--- config.mk ---
export PLATFORM = sky130hd
export DESIGN_NAME = laser_beam_sensor
export DESIGN_NICKNAME = d
export VERILOG_FILES = /design/src/rtl/laser_beam_sensor_pkg.sv /design/src/rtl/beam_debounce.sv /design/src/rtl/laser_beam_sensor.sv
export SDC_FILE = /design/constraint.sdc
export NUM_CORES = 1
export LEC_CHECK = 0
export ABC_AREA = 1
export BUFFER_PORTS_ARGS = -buffer_cell sky130_fd_sc_hd__buf_2
export CAP_MARGIN = 20
export CORE_MARGIN = 2
export CORE_UTILIZATION = 50
export DETAILED_ROUTE_END_ITERATION = 10
export PLACE_DENSITY = 0.68
export SYNTH_ARGS = -nofsm -noshare
export SYNTH_HDL_FRONTEND = slang
export SYNTH_SLANG_ARGS = --single-unit
--- constraint.sdc ---
create_clock -name clk -period 7.15 [get_ports clk]
set_input_delay 0.715 -clock clk [delete_from_list [all_inputs] [get_ports clk]]
set_output_delay 0.715 -clock clk [all_outputs]
set_load 0.01 [all_outputs]
--- src/rtl/laser_beam_sensor_pkg.sv ---
// Shared register map, event word layout and CTRL bit positions for laser_beam_sensor.
package laser_beam_sensor_pkg;

  localparam logic [1:0] AddrState = 2'd0;
  localparam logic [1:0] AddrEvent = 2'd1;
  localparam logic [1:0] AddrCount = 2'd2;
  localparam logic [1:0] AddrCtrl  = 2'd3;

  localparam int unsigned EvChanLsb  = 0;
  localparam int unsigned EvChanW    = 5;
  localparam int unsigned EvBreakBit = 8;
  localparam int unsigned EvPedalBit = 9;
  localparam int unsigned EvTsLsb    = 16;
  localparam int unsigned EvTsW      = 15;
  localparam int unsigned EvValidBit = 31;

  localparam int unsigned CtrlIrqEnBit  = 31;
  localparam int unsigned StatePedalBit = 31;
  localparam int unsigned CountOvfBit   = 16;

  function automatic logic [31:0] make_event(logic [EvChanW-1:0] chan, logic brk,
                                             logic pedal, logic [EvTsW-1:0] ts);
    logic [31:0] w;
    w = '0;
    w[EvChanLsb +: EvChanW] = chan;
    w[EvBreakBit]           = brk;
    w[EvPedalBit]           = pedal;
    w[EvTsLsb +: EvTsW]     = ts;
    w[EvValidBit]           = 1'b1;
    return w;
  endfunction

endpackage

--- src/rtl/beam_debounce.sv ---
// One input channel: 2-flop synchroniser, stability counter and pending flag.
// The owner decides when a pending change is accepted via accept.
module beam_debounce #(
  parameter int unsigned DEBOUNCE_CYCLES = 50000
) (
  input  logic clk,
  input  logic reset,
  input  logic raw,
  input  logic accept,
  output logic state,
  output logic pending
);

  localparam int unsigned CW = $clog2(DEBOUNCE_CYCLES);
  localparam logic [CW-1:0] CntMax = CW'(DEBOUNCE_CYCLES - 1);

  logic          s1_q, s1_d;
  logic          s2_q, s2_d;
  logic          state_q, state_d;
  logic [CW-1:0] cnt_q, cnt_d;
  logic          mismatch;

  always_comb begin
    s1_d     = raw;
    s2_d     = s1_q;
    state_d  = state_q;
    cnt_d    = cnt_q;
    mismatch = (s2_q != state_q);
    pending  = mismatch && (cnt_q == CntMax);
    if (!mismatch) begin
      cnt_d = '0;
    end else if (cnt_q != CntMax) begin
      cnt_d = cnt_q + 1'b1;
    end
    // Saturated counter holds until the owner grants the flip.
    if (pending && accept) begin
      state_d = ~state_q;
      cnt_d   = '0;
    end
  end

  always_ff @(posedge clk) begin
    if (reset) begin
      s1_q    <= 1'b0;
      s2_q    <= 1'b0;
      state_q <= 1'b0;
      cnt_q   <= '0;
    end else begin
      s1_q    <= s1_d;
      s2_q    <= s2_d;
      state_q <= state_d;
      cnt_q   <= cnt_d;
    end
  end

  assign state = state_q;

endmodule

--- src/rtl/laser_beam_sensor.sv ---
// Debounced photodiode/pedal event recorder with event FIFO, Avalon-MM slave and IRQ.
// Optional build macro TIMESTAMP_EN adds a prescaled 15-bit timestamp to each event.
module laser_beam_sensor
  import laser_beam_sensor_pkg::*;
#(
  parameter int unsigned NUM_CHANNELS    = 8,
  parameter int unsigned DEBOUNCE_CYCLES = 50000,
  parameter int unsigned FIFO_DEPTH      = 16,
  parameter int unsigned TS_PRESCALE     = 50000
) (
  input  logic                    clk,
  input  logic                    reset,
  input  logic [NUM_CHANNELS-1:0] photodiode,
  input  logic                    pedal,
  input  logic [1:0]              avs_address,
  input  logic                    avs_read,
  input  logic                    avs_write,
  input  logic [31:0]             avs_writedata,
  output logic [31:0]             avs_readdata,
  output logic                    irq
);

  localparam int unsigned N  = NUM_CHANNELS;
  localparam int unsigned AW = $clog2(FIFO_DEPTH);

  // Channel N is the pedal.
  logic [N:0] raw_all, state_all, pending_all, accept_all;

  assign raw_all = {pedal, photodiode};

  for (genvar i = 0; i <= N; i++) begin : g_db
    beam_debounce #(
      .DEBOUNCE_CYCLES(DEBOUNCE_CYCLES)
    ) u_db (
      .clk    (clk),
      .reset  (reset),
      .raw    (raw_all[i]),
      .accept (accept_all[i]),
      .state  (state_all[i]),
      .pending(pending_all[i])
    );
  end

  logic [N-1:0]   en_q, en_d;
  logic           irq_en_q, irq_en_d;
  logic           irq_q, irq_d;
  logic [31:0]    rdata_q, rdata_d;
  logic [N-1:0]   grant;
  logic [4:0]     grant_idx;
  logic           push_req;
  logic           push_brk;
  logic [EvTsW-1:0] ts_val;
  logic [31:0]    push_word;

  always_comb begin
    grant     = '0;
    grant_idx = '0;
    push_req  = 1'b0;
    for (int i = 0; i < int'(N); i++) begin
      if (!push_req && pending_all[i] && en_q[i]) begin
        grant[i]  = 1'b1;
        grant_idx = 5'(i);
        push_req  = 1'b1;
      end
    end
    // Disabled channels flip freely; enabled ones only when granted.
    accept_all    = {pending_all[N], pending_all[N-1:0] & (~en_q | grant)};
    push_brk      = |(grant & ~state_all[N-1:0]);
    push_word     = make_event(grant_idx, push_brk, state_all[N], ts_val);
  end

`ifdef TIMESTAMP_EN
  localparam int unsigned PW = (TS_PRESCALE > 1) ? $clog2(TS_PRESCALE) : 1;
  logic [PW-1:0]    presc_q, presc_d;
  logic [EvTsW-1:0] ts_q, ts_d;

  always_comb begin
    presc_d = presc_q + 1'b1;
    ts_d    = ts_q;
    if (presc_q == PW'(TS_PRESCALE - 1)) begin
      presc_d = '0;
      ts_d    = ts_q + 1'b1;
    end
  end

  always_ff @(posedge clk) begin
    if (reset) begin
      presc_q <= '0;
      ts_q    <= '0;
    end else begin
      presc_q <= presc_d;
      ts_q    <= ts_d;
    end
  end

  assign ts_val = ts_q;
`else
  localparam int unsigned unused_ts_prescale = TS_PRESCALE;
  assign ts_val = '0;
`endif

  // Event FIFO
  logic [31:0]   mem_q [FIFO_DEPTH];
  logic [AW-1:0] wr_ptr_q, wr_ptr_d, rd_ptr_q, rd_ptr_d;
  logic [AW:0]   cnt_q, cnt_d;
  logic          ovf_q, ovf_d;
  logic          empty, full, pop, flush, push, drop;

  always_comb begin
    empty    = (cnt_q == '0);
    full     = (cnt_q == (AW+1)'(FIFO_DEPTH));
    pop      = avs_read && (avs_address == AddrEvent) && !empty;
    flush    = avs_write && (avs_address == AddrCount);
    push     = push_req && !flush && (!full || pop);
    drop     = push_req && !flush && full && !pop;
    wr_ptr_d = wr_ptr_q;
    rd_ptr_d = rd_ptr_q;
    cnt_d    = cnt_q;
    ovf_d    = ovf_q;
    if (flush) begin
      wr_ptr_d = '0;
      rd_ptr_d = '0;
      cnt_d    = '0;
      ovf_d    = 1'b0;
    end else begin
      if (push) wr_ptr_d = wr_ptr_q + 1'b1;
      if (pop)  rd_ptr_d = rd_ptr_q + 1'b1;
      if (push && !pop) cnt_d = cnt_q + 1'b1;
      if (pop && !push) cnt_d = cnt_q - 1'b1;
      if (drop) ovf_d = 1'b1;
    end
  end

  always_ff @(posedge clk) begin
    if (push) mem_q[wr_ptr_q] <= push_word;
  end

  // Register file
  logic unused_wdata;
  assign unused_wdata = ^avs_writedata;

  always_comb begin
    en_d     = en_q;
    irq_en_d = irq_en_q;
    if (avs_write && (avs_address == AddrCtrl)) begin
      en_d     = avs_writedata[N-1:0];
      irq_en_d = avs_writedata[CtrlIrqEnBit];
    end
    irq_d   = irq_en_q && !empty;
    rdata_d = '0;
    if (avs_read) begin
      unique case (avs_address)
        AddrState: begin
          rdata_d[N-1:0]        = state_all[N-1:0];
          rdata_d[StatePedalBit] = state_all[N];
        end
        AddrEvent: begin
          if (!empty) rdata_d = mem_q[rd_ptr_q];
        end
        AddrCount: begin
          rdata_d[15:0]        = 16'(cnt_q);
          rdata_d[CountOvfBit] = ovf_q;
        end
        AddrCtrl: begin
          rdata_d[N-1:0]       = en_q;
          rdata_d[CtrlIrqEnBit] = irq_en_q;
        end
        default: rdata_d = '0;
      endcase
    end
  end

  always_ff @(posedge clk) begin
    if (reset) begin
      wr_ptr_q <= '0;
      rd_ptr_q <= '0;
      cnt_q    <= '0;
      ovf_q    <= 1'b0;
      en_q     <= '1;
      irq_en_q <= 1'b0;
      irq_q    <= 1'b0;
      rdata_q  <= '0;
    end else begin
      wr_ptr_q <= wr_ptr_d;
      rd_ptr_q <= rd_ptr_d;
      cnt_q    <= cnt_d;
      ovf_q    <= ovf_d;
      en_q     <= en_d;
      irq_en_q <= irq_en_d;
      irq_q    <= irq_d;
      rdata_q  <= rdata_d;
    end
  end

  assign avs_readdata = rdata_q;
  assign irq          = irq_q;

endmodule
==> impl_results.md, run 1 <==
- Status: finished clean
- Setup TNS: 0 ns
- Worst-Skew Late Latency: 0.56 ns
- Vias in the first global route: between 9000 and 10000
- I/O Pins: 80
- Share of layout cells above drive strength 1: 0.0970
- Cell family with most CP delay: simple AND/OR/NAND/NOR gates
- CP Capture Type: flip-flop
- NumNets Final: around 1700
- Chip Height: 166 um
- Max IR drop VDD: around 0.19 mV
- Post-layout min period: roughly 3.2 ns
- Synth Area in Adders: 0.0209
- CTS Root Cell: clkbuf_16
- Synth unique cells: 52
- CTS clk-pin slew, worst paths: about 0.060 ns
- Crit path max fanout: 6
- Cell row count: a little under 60
- Overall routing resource usage: 0.187
- Drt drc: 0
- Max Clock Freq: 0.311 GHz
- Synthesized flop and latch total: a little under 300
- Post-CTS Resized: 0
- First-pass GRT wire length: between 40000 and 50000 um
- Post-CTS setup buffer count: 0
- Post-Syn Area: 13200 sq um
- Synthesized area per cell: approximately 8.3 sq um
- Seq/Total Area, Yosys: 0.503
- Placer Congestion: approximately 0.84
- Port buffer count: 36
- CTS tree: built
- CTS Buf Count: 31
- Pwr/cell area: roughly 230 nW/um^2
- Via-per-instance ratio: between 5 and 6
- Most used cell, CP: nor2_1
- Initial Util: 0.507
- Final hold violation count: 0
- HP Class: primary input to flip-flop
- CP Class: flip-flop to flip-flop
- Yosys warnings: 0
- Via count: 10100
- Critical Path, Cell by Cell: ha_1, nand2_1, nor2_1, inv_1, nor2_1, nand4_1, nor2_1, nand2_1, nand4_2, nand3_2, inv_1, nand2_1, nor2_1
- Die X: between 150 and 200 um
- Post-Synthesis Cells: 1593
- First drt pass iteration count: 5
- Slowest Stage Delay on Critical Path: slightly above 0.4 ns
- Largest net degree at the start of global routing: 61
- Least-Margin Pin Slew: 0.837 ns
- Setup crit start kind: flip-flop
- Post-CTS Hold Fix Bufs: 0
- Routed Antenna Nets: 0
- Worst EP required: between 7 and 8 ns
- Core area: between 20000 and 30000 sq um
- CP Data Arrival Time: between 3 and 4 ns
- Final setup vio count: 0
- DP HPWL: 18600 um
- Pleak: 5.32 nW
- Sink Count: ~290
- Drt total wl: 26100 um
- # Max-Cap Violations: 0
- Global route overflow: 0
- Iter 0 DRT Violations: 669
- Compound-Gate Fraction of Synth Area: 0.102
- Slowest CP cell: nor2_1
- Simple-gate area share of the yosys netlist: 0.240
- Avg WL per Cell: roughly 13 um
- Clock Skew: between 0.007 and 0.008 ns
- Initial antenna violation count: 0
- Largest family of logic cells by synthesized area: simple AND/OR/NAND/NOR gates
- Slew HR: 0.441
- Post-synthesis mux area share: 0.0152
- Max-slew violations: 0
- RSZ-0062 raised after global routing: no
- Longest Clk Path Bufs: 3
- Antenna cell count: 0
- Final hold slack: ~0.37 ns
- Total Die Area: ~28000 sq um
- Post-Synth XOR/XNOR Area: 0.0353
- WP buf/inv: 2
- H-tree level count: 1
- Final clock period utilization by the worst path: 0.450
- Pwr Total: 3.41 mW
- Synth-to-layout area growth: 11.4%
-- cells by family (layout without fill, tap and decap cells) --
| kind of cell | after synthesis | in the layout |
|---|---|---|
| other cells | 1 | 20 |
| fa+ha+maj | 22 | 22 |
| compound gates | 237 | 237 |
| mux | 20 | 20 |
| flops | 291 | 291 |
| xor+xnor | 53 | 53 |
| simple gates | 704 | 704 |
| buf+inv | 265 | 312 |
-- placed cells by master (no fill, tap or decap), drive strengths merged, types with 4 or more instances in the layout --
cell type	count
nand2	263
nor2	219
inv	216
dfxtp	211
a21oi	110
edfxtp	80
nand3	79
o21ai	74
nor3	58
clkbuf	41
buf	39
xor2	38
nand4	25
or2	23
ha	22
nor4	21
mux2i	20
conb	20
xnor2	15
a31oi	12
clkinv	11
a211oi	10
a221oi	9
nor3b	8
o211ai	7
and3	4
-- synthesized netlist by cell type (all sizes together) --
library cell / count / share of area
nand2: 263 / 0.079
nor2: 219 / 0.065
inv: 215 / 0.061
dfxtp: 211 / 0.32
a21oi: 110 / 0.043
edfxtp: 80 / 0.18
nand3: 79 / 0.033
o21ai: 74 / 0.028
nor3: 58 / 0.022
xor2: 38 / 0.025
clkbuf: 26 / 0.0074
nand4: 25 / 0.013
buf: 23 / 0.013
or2: 23 / 0.011
ha: 22 / 0.021
nor4: 21 / 0.010
mux2i: 20 / 0.015
xnor2: 15 / 0.010
a31oi: 12 / 0.0057
a211oi: 10 / 0.0061
a221oi: 9 / 0.0060
nor3b: 8 / 0.0046
o211ai: 7 / 0.0040
and3: 4 / 0.0019
o21a: 3 / 0.0017
o22ai: 3 / 0.0014
or3: 3 / 0.0014
a31o: 2 / 0.0013
a21boi: 1 / 0.00057
a22oi: 1 / 0.00057
and2: 1 / 0.00048
clkinv: 1 / 0.00028
conb: 1 / 0.00028
o2111ai: 1 / 0.00067
o21bai: 1 / 0.00057
o221ai: 1 / 0.00067
o31ai: 1 / 0.00057
o32ai: 1 / 0.00067
-- per-stage QoR --
step | util | worst slack [ns] | area (sq um) | instances
final | 0.564 | 3.93 | 14700 | 1994
after CTS | 0.564 | 3.94 | 14700 | 1994
after detailed placement | 0.523 | 3.95 | 13600 | 1937
after global placement | 0.523 | 4.04 | 13600 | 1937
after global routing | 0.564 | 3.61 | 14700 | 1994
after floorplan | - | 4.60 | 13200 | 1612
-- registers in the layout, indices dropped and copies added (netlist names), 4 cells and up, named ones only --
register         flops
avs_readdata        12
cnt_q                5
en_q                 8
g_db.u_db.cnt_q    144
g_db.u_db.s1_q       9
g_db.u_db.s2_q       9
g_db.u_db.state      9
mem_q               80
rd_ptr_q             4
wr_ptr_q             4
-- area by class of cell --
| cell class | count | area (sq um) |
|---|---|---|
| Fill cell | 2311 | 11300 |
| Timing Repair Buffer | 39 | 203 |
| Sequential cell | 291 | 6630 |
| Inverter | 216 | 811 |
| Clock buffer | 41 | 915 |
| Tap cell | 335 | 419 |
| Multi-Input combinational cell | 1056 | 5520 |
| Clock inverter | 16 | 161 |
-- worst min-delay path: stages --
cell and delay [ns]:
buf_2 0.10, inv_1 0.04, nor2_1 0.03
-- power breakdown --
group          internal (mW)  total, mW  switching, mW
Combinational         0.0180     0.0612         0.0432
Sequential              1.69       1.70        0.00684
Clock                   1.00       1.65          0.647
-- path summary, 6_finish.rpt --
check / start / endpoint / slack (ns) / cells after the start
min reg2reg: g_db[8].u_db.s1_q$_SDFF_PP0_ / g_db[8].u_db.s2_q$_SDFF_PP0_ / 0.40 / 2
max reg2reg: g_db[7].u_db.cnt_q[0]$_SDFFE_PP0P_ / mem_q[11][6]$_DFFE_PP_ / 3.93 / 13
max: g_db[7].u_db.cnt_q[0]$_SDFFE_PP0P_ / mem_q[11][6]$_DFFE_PP_ / 3.93 / 13
min: photodiode[1] / g_db[1].u_db.s1_q$_SDFF_PP0_ / 0.37 / 3
-- metal layers --
metal / wire, um / share of wire / global-route usage / vias to the layer above
met5: 0 / 0 / 0 / -
met4: 435 / 0.017 / 0.0476 / 0
met3: 1510 / 0.058 / 0.0286 / 33
met2: 11600 / 0.44 / 0.303 / 226
met1: 12500 / 0.48 / 0.263 / 4521
li1: - / - / - / 5303
Note: power is estimated with default switching activity, not from simulation.
==> inputs of run 2 (changes only) <==
==> constraint.sdc (replaced) <==
create_clock -name clk -period 3.1 [get_ports clk]
set_input_delay 0.31 -clock clk [delete_from_list [all_inputs] [get_ports clk]]
set_output_delay 0.31 -clock clk [all_outputs]
set_load 0.01 [all_outputs]
==> run 2 against run 1 <==
Via count grew 3.5%. Worst setup slack lost 3.7 ns. Register-to-register slack lost 3.7 ns. Die area is the same. Cell area grew 2.0%. Critical endpoint is now mem_q[1][0]$_DFFE_PP_. Combinational power grew to 2.6 times the previous value. Critical path type unchanged. Largest power group unchanged. Final cell count grew 1.4%. Clock-buffer cell count grew 3. Clock power grew 130%. First-iteration DRC count shrank 19%. Total power grew 130%. Non-clock buffer count grew 31.
==> impl_results.md, run 2 (synthesis results as in run 1) <==
- Max Clock Freq: 0.344 GHz (+11%)
- Drt total wl: 26500 um (+1.7%)
- Most frequent cells in the layout: nand2_1 (252), inv_1 (210), dfxtp_1 (210)
- Status: finished clean
- Vias in the first global route: 9597 (+3.7%)
- H-tree level count: 1 (unchanged)
- Final core occ: 0.576 (+0.0113)
- Routed Antenna Nets: 0 (unchanged)
- Most used cell, CP: nor2_1
- NumNets Final: 1734 (+1.8%)
- Cell row count: 59 (unchanged)
- CTS Buf Count: 30 (-3.2%)
- Int Pwr: 6.26 mW (+130%)
- Slowest CP cell: nor2_1
- CTS clk-pin slew, worst paths: 0.06 ns (about the same)
- Global route overflow: 0 (unchanged)
- Pwr/cell area: 524 nW/um^2 (+130%)
- Core area: 26000 sq um (unchanged)
- I/O Pins: 80 (unchanged)
- Initial antenna violation count: 1 (+1)
- Placer Congestion: 0.852 (+1.2%)
- Cells after DPL: 1950 (+0.67%)
- Setup TNS: 0 ns (unchanged)
- Largest net degree at the start of global routing: 24 (-61%)
- CP Data Arrival Time: 3.12 ns (-0.31 ns)
- CTS Root Cell: clkbuf_16
- Final clock period utilization by the worst path: 0.938 (+0.488)
- Die X: 166 um (unchanged)
- First-pass GRT wire length: 44800 um (+2.3%)
- Synth-to-layout area growth: 13.6%
- Sink Count: 291 (unchanged)
- Placed cell area: 13700 sq um (+0.72%)
- Switching share of power: 0.202 (-0.00223)
- Iter 0 DRT Violations: 540 (-19%)
- Pwr Total: 7.84 mW (+130%)
- Slowest Stage Delay on Critical Path: 0.40 ns (about the same)
- Top reg by flops: g_db.u_db.cnt_q
- Overall routing resource usage: 0.190 (+0.00367)
- Via-per-instance ratio: 5.16 (+2.1%)
- Most common cell after layout, fill and taps aside: nand2_1
- Worst-Skew Late Latency: 0.56 ns (about the same)
- Pleak: 5.44 nW (+2.2%)
- Sw Pwr: 1.58 mW (+130%)
- Setup crit start kind: flip-flop
- HP Class: primary input to flip-flop
- CP Class: flip-flop to flip-flop
- Sequential Power Share: 0.501 (+0.002)
- Clock Skew: 0.0208 ns (+0.0131 ns)
- Share of layout cells above drive strength 1: 0.106 (+0.00853)
- Post-Layout Cell Count: 2022 (+1.4%)
- Chip Height: 166 um (unchanged)
- Drt drc: 0 (unchanged)
- Final setup vio count: 0 (unchanged)
- # Max-Cap Violations: 0 (unchanged)
- Total Die Area: 27600 sq um (unchanged)
- Cell family with most CP delay: simple AND/OR/NAND/NOR gates
- Slew HR: 0.554 (+0.113)
- Via count: 10400 (+3.5%)
- Comb power frac: 0.020 (+0.002)
- Max IR drop VDD: 0.441 mV (+140%)
- CTS tree: built
- Longest Clk Path Bufs: 3 (unchanged)
- Setup WS pre-CTS: 0.176 ns (-3.77 ns)
- Clock power frac: 0.479 (-0.004)
- Largest register FFs: 144 (unchanged)
- Worst EP required: 3.32 ns (-4.04 ns)
- WP buf/inv: 1 (-1)
- Hold path cells: 3 (unchanged)
- Final Instance Area: 15000 sq um (+2.0%)
- CP Capture Type: flip-flop
- Post-layout min period: 2.91 ns (-0.312 ns)
- First drt pass iteration count: 5 (unchanged)
- Initial Util: 0.507 (unchanged)
- Slack of the critical path: 0.191 ns (-3.74 ns)
- DP HPWL: 19000 um (+2.2%)
- Crit path max fanout: 6 (unchanged)
- Port buffer count: 36 (unchanged)
- R2R cell count: 13 (unchanged)
- Critical Path, Cell by Cell: ha_1, nand3_1, nor2_1, nand3_1, nor2_1, nand2_2, nand4_2, nor2_2, nand4_2, nand3_2, inv_1, nand2_1, nor2_1
- Final hold violation count: 0 (unchanged)
- Max-slew violations: 0 (unchanged)
- Avg WL per Cell: 13.1 um (+0.29%)
- Least-Margin Pin Slew: 0.662 ns (-0.174 ns)
- WP depth: 13 (unchanged)
- RSZ-0062 raised after global routing: yes
- Final hold slack: 0.0306 ns (-0.339 ns)
[run 2: cell types whose count changed in the layout (fill, tap and decap cells not counted), sizes merged]
cell / before / now
buf: 39 / 54
clkbuf: 41 / 44
clkinv: 11 / 4
diode: 0 / 1
dlygate4sd3: 0 / 16
[run 2: layout make-up]
| type | instances | area, sq um |
|---|---|---|
| Multi-Input combinational cell | 1056 | 5560 |
| Clock inverter | 9 | 141 |
| Tap cell | 335 | 419 |
| Fill cell | 2315 | 11000 |
| Clock buffer | 44 | 916 |
| Inverter | 216 | 811 |
| Antenna cell | 1 | 2.50 |
| Timing Repair Buffer | 70 | 475 |
| Sequential cell | 291 | 6630 |
[run 2: path summary, 6_finish.rpt]
kind                                       end                               start  slack, ns
setup / recovery         mem_q[1][0]$_DFFE_PP_  g_db[1].u_db.cnt_q[0]$_SDFFE_PP0P_       0.19
hold / removal            en_q[3]$_SDFFE_PP1P_                    avs_writedata[3]       0.03
setup reg to reg         mem_q[1][0]$_DFFE_PP_  g_db[1].u_db.cnt_q[0]$_SDFFE_PP0P_       0.19
hold reg to reg   g_db[8].u_db.s2_q$_SDFF_PP0_        g_db[8].u_db.s1_q$_SDFF_PP0_       0.40
[run 2: what timing repair did]
action | 4_1_cts | 5_1_grt
endpoints found under the setup margin | 0 | 76
hold buffers | 16 | 0
resized for setup | 0 | 11
setup buffers | 0 | 2
hold endpoints to repair | 16 | 0
[run 2: power groups by stage]
stage | sequential (mW) | clock (mW) | combinational (mW)
6_report | 3.92 | 3.76 | 0.159
3_5_place_dp | 4.01 | 0 | 0.141
2_1_floorplan | 4.00 | 0 | 0.109
5_1_grt | 3.92 | 3.98 | 0.176
3_3_place_gp | 4.01 | 0 | 0.139
4_1_cts | 3.92 | 3.82 | 0.157
[run 2: routing by layer]
metal | routed length (um) | global-route usage | share of wire | vias to the layer above
li1 | - | - | - | 5362
met1 | 12600 | 0.265 | 0.47 | 4798
met2 | 12000 | 0.311 | 0.45 | 239
met3 | 1350 | 0.0274 | 0.051 | 41
met4 | 591 | 0.0555 | 0.022 | 0
met5 | 0 | 0 | 0 | -
[run 2: worst register-to-register path, stage by stage, from the launching register on]
cell     delay (ns)
dfxtp_1        0.37
ha_1           0.23
nand3_1        0.15
nor2_1         0.12
nand3_1        0.18
nor2_1         0.21
nand2_2        0.10
nand4_2        0.10
nor2_2         0.05
nand4_2        0.13
nand3_2        0.16
inv_1          0.19
nand2_1        0.18
nor2_1         0.40
==> inputs of run 3 (changes only) <==
--- a/config.mk
+++ b/config.mk
@@ -8,6 +8,7 @@
 export ABC_AREA = 1
 export BUFFER_PORTS_ARGS = -buffer_cell sky130_fd_sc_hd__buf_2
 export CAP_MARGIN = 20
+export CORE_ASPECT_RATIO = 0.6
 export CORE_MARGIN = 2
 export CORE_UTILIZATION = 50
 export DETAILED_ROUTE_END_ITERATION = 10
==> run 3 against run 2 <==
Total power is 0.27% lower. Register-to-register slack improved by 0.03 ns. Sequential cell count did not move. Global-route usage is 1.5 points higher. Sequential share of layout area shrank 0.11 points. Critical path type unchanged. Largest cell class unchanged. Highest routed layer unchanged.
==> impl_results.md, run 3 (synthesis results as in run 1) <==
- Final Instance Area: 15000 sq um (+0.26%)
- Placer Congestion: 0.885 (+3.9%)
- CP Data Arrival Time: 3.07 ns (-0.05 ns)
- Crit. Startpoint: g_db[5].u_db.cnt_q[0]$_SDFFE_PP0P_
- Core area: 25600 sq um (-1.6%)
- Status: finished clean
- Final hold slack: 0.00946 ns (-0.0211 ns)
- Cell row count: 45 (-24%)
- Initial antenna violation count: 0 (-1)
- Placed cell area: 13800 sq um (+0.54%)
- Chip Height: 130 um (-22%)
- FILL cells: 2271 (-1.9%)
- Slew HR: 0.334 (-0.221)
- R2R cell count: 13 (unchanged)
- Final hold violation count: 0 (unchanged)
- Port buffer count: 36 (unchanged)
- CTS clk-pin slew, worst paths: 0.07 ns (about the same)
- Register Area: 6630 sq um (unchanged)
- Drt total wl: 28100 um (+6.0%)
- Drt drc: 0 (unchanged)
- HP Class: primary input to flip-flop
- Cells after DPL: 1974 (+1.2%)
- Overall routing resource usage: 0.205 (+0.0150)
- Worst-Skew Late Latency: 0.56 ns (about the same)
- Setup crit start kind: flip-flop
- Final core occ: 0.587 (+0.0110)
- Max Clock Freq: 0.347 GHz (+1.0%)
- Final clock period utilization by the worst path: 0.929 (-0.00925)
- First drt pass iteration count: 5 (unchanged)
- Largest net degree at the start of global routing: 44 (+83%)
- CTS tree: built
- Worst EP required: 3.29 ns (-0.03 ns)
- CP Capture Type: flip-flop
- NumNets Final: 1737 (+0.17%)
- Synth-to-layout area growth: 13.9%
- Post-layout min period: 2.88 ns (-0.0287 ns)
- Initial Util: 0.515 (+0.00838)
- Iter 0 DRT Violations: 845 (+56%)
- Via count: 10400 (-0.53%)
- R2r setup slk: 0.22 ns (+0.03 ns)
- Setup TNS: 0 ns (unchanged)
- Reg2reg start: g_db[5].u_db.cnt_q[0]$_SDFFE_PP0P_
- Most common cell after layout, fill and taps aside: nand2_1
- DP HPWL: 20000 um (+5.4%)
- CTS Root Cell: clkbuf_16
- I/O Pins: 80 (unchanged)
- Max-slew violations: 0 (unchanged)
- Pleak: 5.46 nW (+0.36%)
- Least-Margin Pin Slew: 1.00 ns (+0.337 ns)
- Setup WS pre-CTS: 0.0570 ns (-0.119 ns)
- Via-per-instance ratio: 5.09 (-1.5%)
- Die X: 213 um (+28%)
- Routed Antenna Nets: 0 (unchanged)
- Area of the multi-input gates: 5580 sq um (+0.36%)
- Pwr Total: 7.82 mW (-0.27%)
- Total Die Area: 27700 sq um (+0.16%)
- CP Class: flip-flop to flip-flop
- Share of layout cells above drive strength 1: 0.110 (+0.00455)
- FF-to-FF End: mem_q[12][0]$_DFFE_PP_
- Vias in the first global route: 9281 (-3.3%)
- Antenna cell count: 0 (-1)
- CTS Buf Count: 27 (-10%)
- Crit path max fanout: 6 (unchanged)
- Avg WL per Cell: 13.8 um (+5.0%)
- Top reg by flops: g_db.u_db.cnt_q
- # Max-Cap Violations: 0 (unchanged)
- Setup crit end: mem_q[12][0]$_DFFE_PP_
- Sink Count: 291 (unchanged)
- H-tree level count: 1 (unchanged)
- Post-Layout Cell Count: 2041 (+0.94%)
- Final setup vio count: 0 (unchanged)
- Global route overflow: 0 (unchanged)
- Clock Skew: 0.0181 ns (-0.00268 ns)
- First-pass GRT wire length: 46100 um (+2.8%)
- Largest register FFs: 144 (unchanged)
- Most frequent cells in the layout: nand2_1 (251), inv_1 (210), dfxtp_1 (210)
- Longest Clk Path Bufs: 3 (unchanged)
- Slack of the critical path: 0.220 ns (+0.0287 ns)
- Pwr/cell area: 522 nW/um^2 (-0.52%)
- Max IR drop VDD: 0.367 mV (-17%)
==> run 3: cell count changes in the layout (fill, tap and decap cells not counted), moves of 2 or more <==
cell,before,now
buf_4,18,25
clkbuf_8,7,2
bufinv_16,3,6
clkbuf_16,32,29
clkbuf_1,5,3
inv_6,0,2
nor2_1,200,202
nor2_4,4,2
nor3_1,58,56
==> run 3: worst min path at each step <==
stage                                      start                            to  slack [ns]  cells past startpoint
finish                          avs_writedata[4]          en_q[4]$_SDFFE_PP1P_       0.009                      3
detailed placement  g_db[3].u_db.s1_q$_SDFF_PP0_  g_db[3].u_db.s2_q$_SDFF_PP0_        0.40                      2
global route                    avs_writedata[4]          en_q[4]$_SDFFE_PP1P_        0.03                      3
CTS                             avs_writedata[4]          en_q[4]$_SDFFE_PP1P_       0.001                      3
global placement    g_db[3].u_db.s1_q$_SDFF_PP0_  g_db[3].u_db.s2_q$_SDFF_PP0_        0.39                      2
floorplan           g_db[0].u_db.s1_q$_SDFF_PP0_  g_db[0].u_db.s2_q$_SDFF_PP0_        0.39                      2
==> run 3: metal layers <==
metal | wire length (um) | track usage
met1 | 14600 | 0.321
met2 | 11200 | 0.294
met3 | 1840 | 0.0354
met4 | 453 | 0.0453
met5 | 0 | 0
==> run 3: what timing repair did <==
| action | 4_1_cts | 5_1_grt |
|---|---|---|
| gates resized for setup | 0 | 14 |
| setup endpoints to repair | 0 | 98 |
| hold buffers | 15 | 0 |
| setup buffers | 0 | 2 |
| hold endpoints to repair | 15 | 0 |
==> run 3: power by group <==
group | switching [mW] | leakage, nW | internal [mW]
clock network | 1.48 | 0.492 | 2.26
registers | 0.0159 | 2.60 | 3.91
logic | 0.103 | 2.37 | 0.0551
total | 1.60 | 5.46 | 6.22
==> run 3: critical path: stages (launching register included) <==
cell and delay [ns]:
dfxtp_1 0.37, ha_1 0.20, nand2_1 0.08, nor2_1 0.09
inv_1 0.07, nor2_1 0.16, nand3_1 0.16, nor2_1 0.16
nand2_1 0.14, nand4_4 0.15, nand3_2 0.15, inv_1 0.18
nand2_1 0.16, nor2_1 0.43
==> run 3: final cells by class <==
type                    instances  area share
well taps                     352      0.0294
repair buffers                 76      0.0345
clock buffers                  34      0.0510
inverters                     216      0.0541
multi-input cells            1056       0.372
flip-flops and latches        291       0.442
clock inverters                16      0.0167
